[src/rtl/alu_despachador.sv]
// Sequencing front-end for the 8-bit ALU: accepts a request, holds the ALU inputs for ESPERA cycles,
// captures Resultado and offers it on an output handshake. Optional request checking: ALU_DESPACHADOR_CHEQUEO_EN.
module alu_despachador #(
  parameter int ANCHO  = 8,
  parameter int ESPERA = 1
) (
  input  logic             clk,
  input  logic             rst_n,
  input  logic             ent_valido,
  output logic             ent_listo,
  input  logic [2:0]       ent_codigo,
  input  logic [ANCHO-1:0] ent_dato0,
  input  logic [ANCHO-1:0] ent_dato1,
  output logic [2:0]       Codigo_OP,
  output logic [ANCHO-1:0] Dato0,
  output logic [ANCHO-1:0] Dato1,
  input  logic [ANCHO-1:0] Resultado,
  output logic             sal_valido,
  input  logic             sal_listo,
  output logic [ANCHO-1:0] sal_resultado,
  output logic             sal_error
);

  typedef enum logic [1:0] {LIBRE, EJECUTA, ENTREGA} estado_t;

  localparam logic [3:0] ULTIMA = 4'(ESPERA - 1);

  estado_t          state_reg, state_next;
  logic [3:0]       cuenta_reg, cuenta_next;
  logic             ent_listo_reg, ent_listo_next;
  logic             sal_valido_reg, sal_valido_next;
  logic             sal_error_reg, sal_error_next;
  logic [ANCHO-1:0] sal_resultado_reg, sal_resultado_next;
  logic [2:0]       codigo_reg, codigo_next;
  logic [ANCHO-1:0] dato0_reg, dato0_next;
  logic [ANCHO-1:0] dato1_reg, dato1_next;
  logic             acepta;
  logic             rechaza;

  assign acepta = ent_valido && ent_listo_reg;

`ifdef ALU_DESPACHADOR_CHEQUEO_EN
  // Unknown opcodes and zero divisors never reach the ALU.
  assign rechaza = (ent_codigo > 3'd4) ||
                   (((ent_codigo == 3'd3) || (ent_codigo == 3'd4)) && (ent_dato1 == '0));
`else
  assign rechaza = 1'b0;
`endif

  always_comb begin
    state_next         = state_reg;
    cuenta_next        = cuenta_reg;
    sal_error_next     = sal_error_reg;
    sal_resultado_next = sal_resultado_reg;
    codigo_next        = codigo_reg;
    dato0_next         = dato0_reg;
    dato1_next         = dato1_reg;
    case (state_reg)
      LIBRE: begin
        if (acepta) begin
          if (rechaza) begin
            sal_resultado_next = '1;
            sal_error_next     = 1'b1;
            state_next         = ENTREGA;
          end else begin
            codigo_next = ent_codigo;
            dato0_next  = ent_dato0;
            dato1_next  = ent_dato1;
            cuenta_next = '0;
            state_next  = EJECUTA;
          end
        end
      end
      EJECUTA: begin
        cuenta_next = cuenta_reg + 4'd1;
        if (cuenta_reg == ULTIMA) begin
          sal_resultado_next = Resultado;
          sal_error_next     = 1'b0;
          state_next         = ENTREGA;
        end
      end
      ENTREGA: begin
        if (sal_valido_reg && sal_listo) state_next = LIBRE;
      end
      default: state_next = LIBRE;
    endcase
    // Output valid rises one cycle after entering ENTREGA and drops on the handshake edge itself.
    ent_listo_next  = (state_next == LIBRE);
    sal_valido_next = (state_reg == ENTREGA) && (state_next == ENTREGA);
  end

  always_ff @(posedge clk or negedge rst_n) begin
    if (!rst_n) begin
      state_reg         <= LIBRE;
      cuenta_reg        <= '0;
      ent_listo_reg     <= 1'b0;
      sal_valido_reg    <= 1'b0;
      sal_error_reg     <= 1'b0;
      sal_resultado_reg <= '0;
      codigo_reg        <= '0;
      dato0_reg         <= '0;
      dato1_reg         <= '0;
    end else begin
      state_reg         <= state_next;
      cuenta_reg        <= cuenta_next;
      ent_listo_reg     <= ent_listo_next;
      sal_valido_reg    <= sal_valido_next;
      sal_error_reg     <= sal_error_next;
      sal_resultado_reg <= sal_resultado_next;
      codigo_reg        <= codigo_next;
      dato0_reg         <= dato0_next;
      dato1_reg         <= dato1_next;
    end
  end

  assign ent_listo     = ent_listo_reg;
  assign sal_valido    = sal_valido_reg;
  assign sal_resultado = sal_resultado_reg;
  assign Codigo_OP     = codigo_reg;
  assign Dato0         = dato0_reg;
  assign Dato1         = dato1_reg;
`ifdef ALU_DESPACHADOR_CHEQUEO_EN
  assign sal_error     = sal_error_reg;
`else
  assign sal_error     = 1'b0;
`endif

endmodule

[config.mk]
export PLATFORM = sky130hd
export DESIGN_NAME = alu_despachador
export DESIGN_NICKNAME = d
export VERILOG_FILES = /design/src/rtl/alu_despachador.sv
export SDC_FILE = /design/constraint.sdc
export NUM_CORES = 1
export LEC_CHECK = 0
export ABC_AREA = 1
export CAP_MARGIN = 20
export CELL_PAD_IN_SITES_DETAIL_PLACEMENT = 0
export CELL_PAD_IN_SITES_GLOBAL_PLACEMENT = 2
export CORE_MARGIN = 5
export CORE_UTILIZATION = 24
export DETAILED_ROUTE_END_ITERATION = 10
export PLACE_DENSITY_LB_ADDON = 0.2
export SYNTH_ARGS = -nofsm -noshare
export SYNTH_HDL_FRONTEND = slang
export SYNTH_SLANG_ARGS = --single-unit
[constraint.sdc]
create_clock -name clk -period 1.4 [get_ports clk]
set_clock_uncertainty 0.05 [all_clocks]
set_input_delay 0.14 -clock clk [delete_from_list [all_inputs] [get_ports clk]]
set_output_delay 0.14 -clock clk [all_outputs]
set_load 0.005 [all_outputs]
==> impl_metrics.py <==
metrics = {
    "outcome": {
        "status": "completed",
    },
    "detailed_routing": {
        "drt_wl_total_um": 3960,
        "first_pass_iters": 3,
        "dr_total_vias": 1287,
        "via_per_inst": 4.14,
        "wl_per_cell_um": 12.7,
        "drc_errors": 0,
        "drt_iter0_drc": 30,
        "drtAntennaViolNets": 0,
    },
    "cells_and_area": {
        "areaGrowthSynthToFinish_pct": 54.4,
        "multi_input_area_um2": 539,
        "fin_area_um2": 2330,
        "n_fill_cell": 642,
        "seq_area_um2": 876,
        "final_cells": 311,
        "nets": 268,
        "drive_gt1_share_pct": 10.6,
        "antenna_cells": 0,
    },
    "global_routing": {
        "overflow": 0,
        "grt_antenna_before_repair": 0,
        "grt_max_degree": 21,
        "grt_pass1_vias": 1417,
        "grtUsageTotal_pct": 10.9,
        "grt_pass1_wl_um": 6610,
    },
    "clocking": {
        "numClockSinks": 35,
        "cts_root_buf": "clkbuf_8",
        "max-clock-path-buffers": 2,
        "post_cts_buffers": 0,
        "worstSkewPairLatency_ps": 280,
        "htreeDepth": 2,
        "clkTransAtPathRegs_ps": 80,
        "numCtsBuffers": 5,
        "cts_tree": "built",
    },
    "synthesis": {
        "synth_area_um2": 1510,
        "seq_area_frac_synth_pct": 58.1,
        "synth_cells": 165,
        "synth_edf_count": 0,
        "syn_nets": 198,
        "synth-main-ff-cell": "dfrtp_1",
        "ys_warn_count": 0,
        "synthArstFlopShare_pct": 100,
        "ys_ff_latch": 35,
        "avgSynthCellArea_um2": 9.14,
        "synth_cell_type_count": 18,
    },
    "placed_design": {
        "dpl_cell_area_um2": 2220,
        "dp_slack_ps": 101,
        "dp.cells": 302,
        "dpl.hpwl_um": 2920,
        "gp_congestion": 0.633,
        "portBuffers": 59,
    },
    "sta": {
        "period_share_pct": 96.4,
        "period_minus_slack_ps": 1350,
        "setup_violations": 0,
        "hold_viol_final": 0,
        "hold_slack_ps": 260,
        "rsz0062_at_grt": "no",
        "fmax_mhz": 741,
        "fin_tns_setup_ps": 0,
        "drv_slew": 0,
        "layout_setup_ws_ps": 50.5,
    },
    "power": {
        "max-vdd-ir-drop_mv": 0.627,
        "p_leak_uw": 0.00119,
        "power_density_nw_per_um2": 2000,
    },
    "worst_setup_path": {
        "cp.required_ps": 1210,
        "critPathSlowestCell": "clkdlybuf4s50_1",
        "cp-end-kind": "output pin",
        "crit_chain": "clkdlybuf4s50_1",
        "cpLargestDelayFamily": "buffers and inverters",
        "cp_max_fo": 2,
        "cp_slowest_stage_delay_ps": 520,
        "worst-path-buf-inv": 1,
        "crit_type": "reg -> out",
        "cp_data_arrival_time_ps": 1160,
        "startpoint_type": "flip-flop",
    },
    "job": {
        "maxCapViolations": 0,
    },
    "min_path": {
        "hold_path.class": "in -> async",
    },
    "die": {
        "num_rows": 28,
        "dieArea_um2": 7970,
        "core_area_um2": 6030,
        "die_w_um": 89.3,
        "ioPinCount": 61,
        "initial_core_util_pct": 25.0,
        "die_h_um": 89.3,
    },
}
## routing by layer
metal / vias to the layer above / global-route usage [%] / wire [um]
met4: 0 / 4.19 / 44
met2: 29 / 17.3 / 1960
met5: - / 0 / 0
met3: 4 / 4.52 / 221
met1: 600 / 13.3 / 1730
li1: 654 / - / -
## Yosys cell counts (2+ instances only)
| master | n | area share, % |
|---|---|---|
| nor2_4 | 3 | 2.2 |
| buf_4 | 4 | 2.0 |
| nand3_1 | 26 | 8.6 |
| ha_1 | 2 | 1.7 |
| dfrtp_1 | 35 | 58 |
| nand2_1 | 77 | 19 |
| inv_1 | 7 | 1.7 |
## timing repair
item,in CTS,in global routing
hold buffers,1,0
endpoints found under the hold margin,15,0
endpoints found under the setup margin,0,5
resized for setup,0,5
## final timing paths
check	start	end	slack (ps)	depth (start not counted)
max	Codigo_OP[1]	Codigo_OP[1]	50	1
min	rst_n	sal_resultado[0]	260	2
max reg2reg	cuenta_reg[0]	sal_resultado[2]	160	6
min reg2reg	Dato1[0]	Dato1[0]	420	2
max in group asynchronous	rst_n	Dato1[4]	590	3
min in group clk	Resultado[6]	sal_resultado[6]	340	3
## cells by family after synthesis
logic type,Yosys count,synth area share [%]
fa+ha+maj,2,1.66
simple gates,113,33.9
flops,35,58.1
other cells,1,0.249
buf+inv,14,6.14
## cell usage in the layout, fill, tap and decap left out, types with 2 or more instances in the layout
cell              n
dfrtp_1          35
ha_1              2
nor2_4            3
buf_12            2
inv_1             7
clkbuf_8          5
clkdlybuf4s50_1  53
nand2_1          77
nand3_1          26
buf_4             8
dlymetal6s2s_1    5
## area by class of cell
type	count	share of cell area (%)
multi-input cells	116	23.2
repair buffers	70	30.4
clock inverters	2	0.537
inverters	7	1.13
well taps	75	4.03
flip-flops and latches	35	37.6
clock buffers	6	3.12
## report_power, final
part	leakage, uW	total, uW	switching (uW)	internal (uW)
logic	0.000712	2190	1000	1190
clock network	0.0000412	717	369	348
registers	0.000439	1760	284	1480
total	0.00119	4670	1660	3010
## stage by stage
step | total power, uW | util [%]
after detailed placement | 4040 | 36.9
after floorplan | 2820 | -
final | 4670 | 38.6
after global routing | 5100 | 38.6
after global placement | 4050 | 36.9
after CTS | 4800 | 38.4
Note: power is estimated with default switching activity, not from simulation.
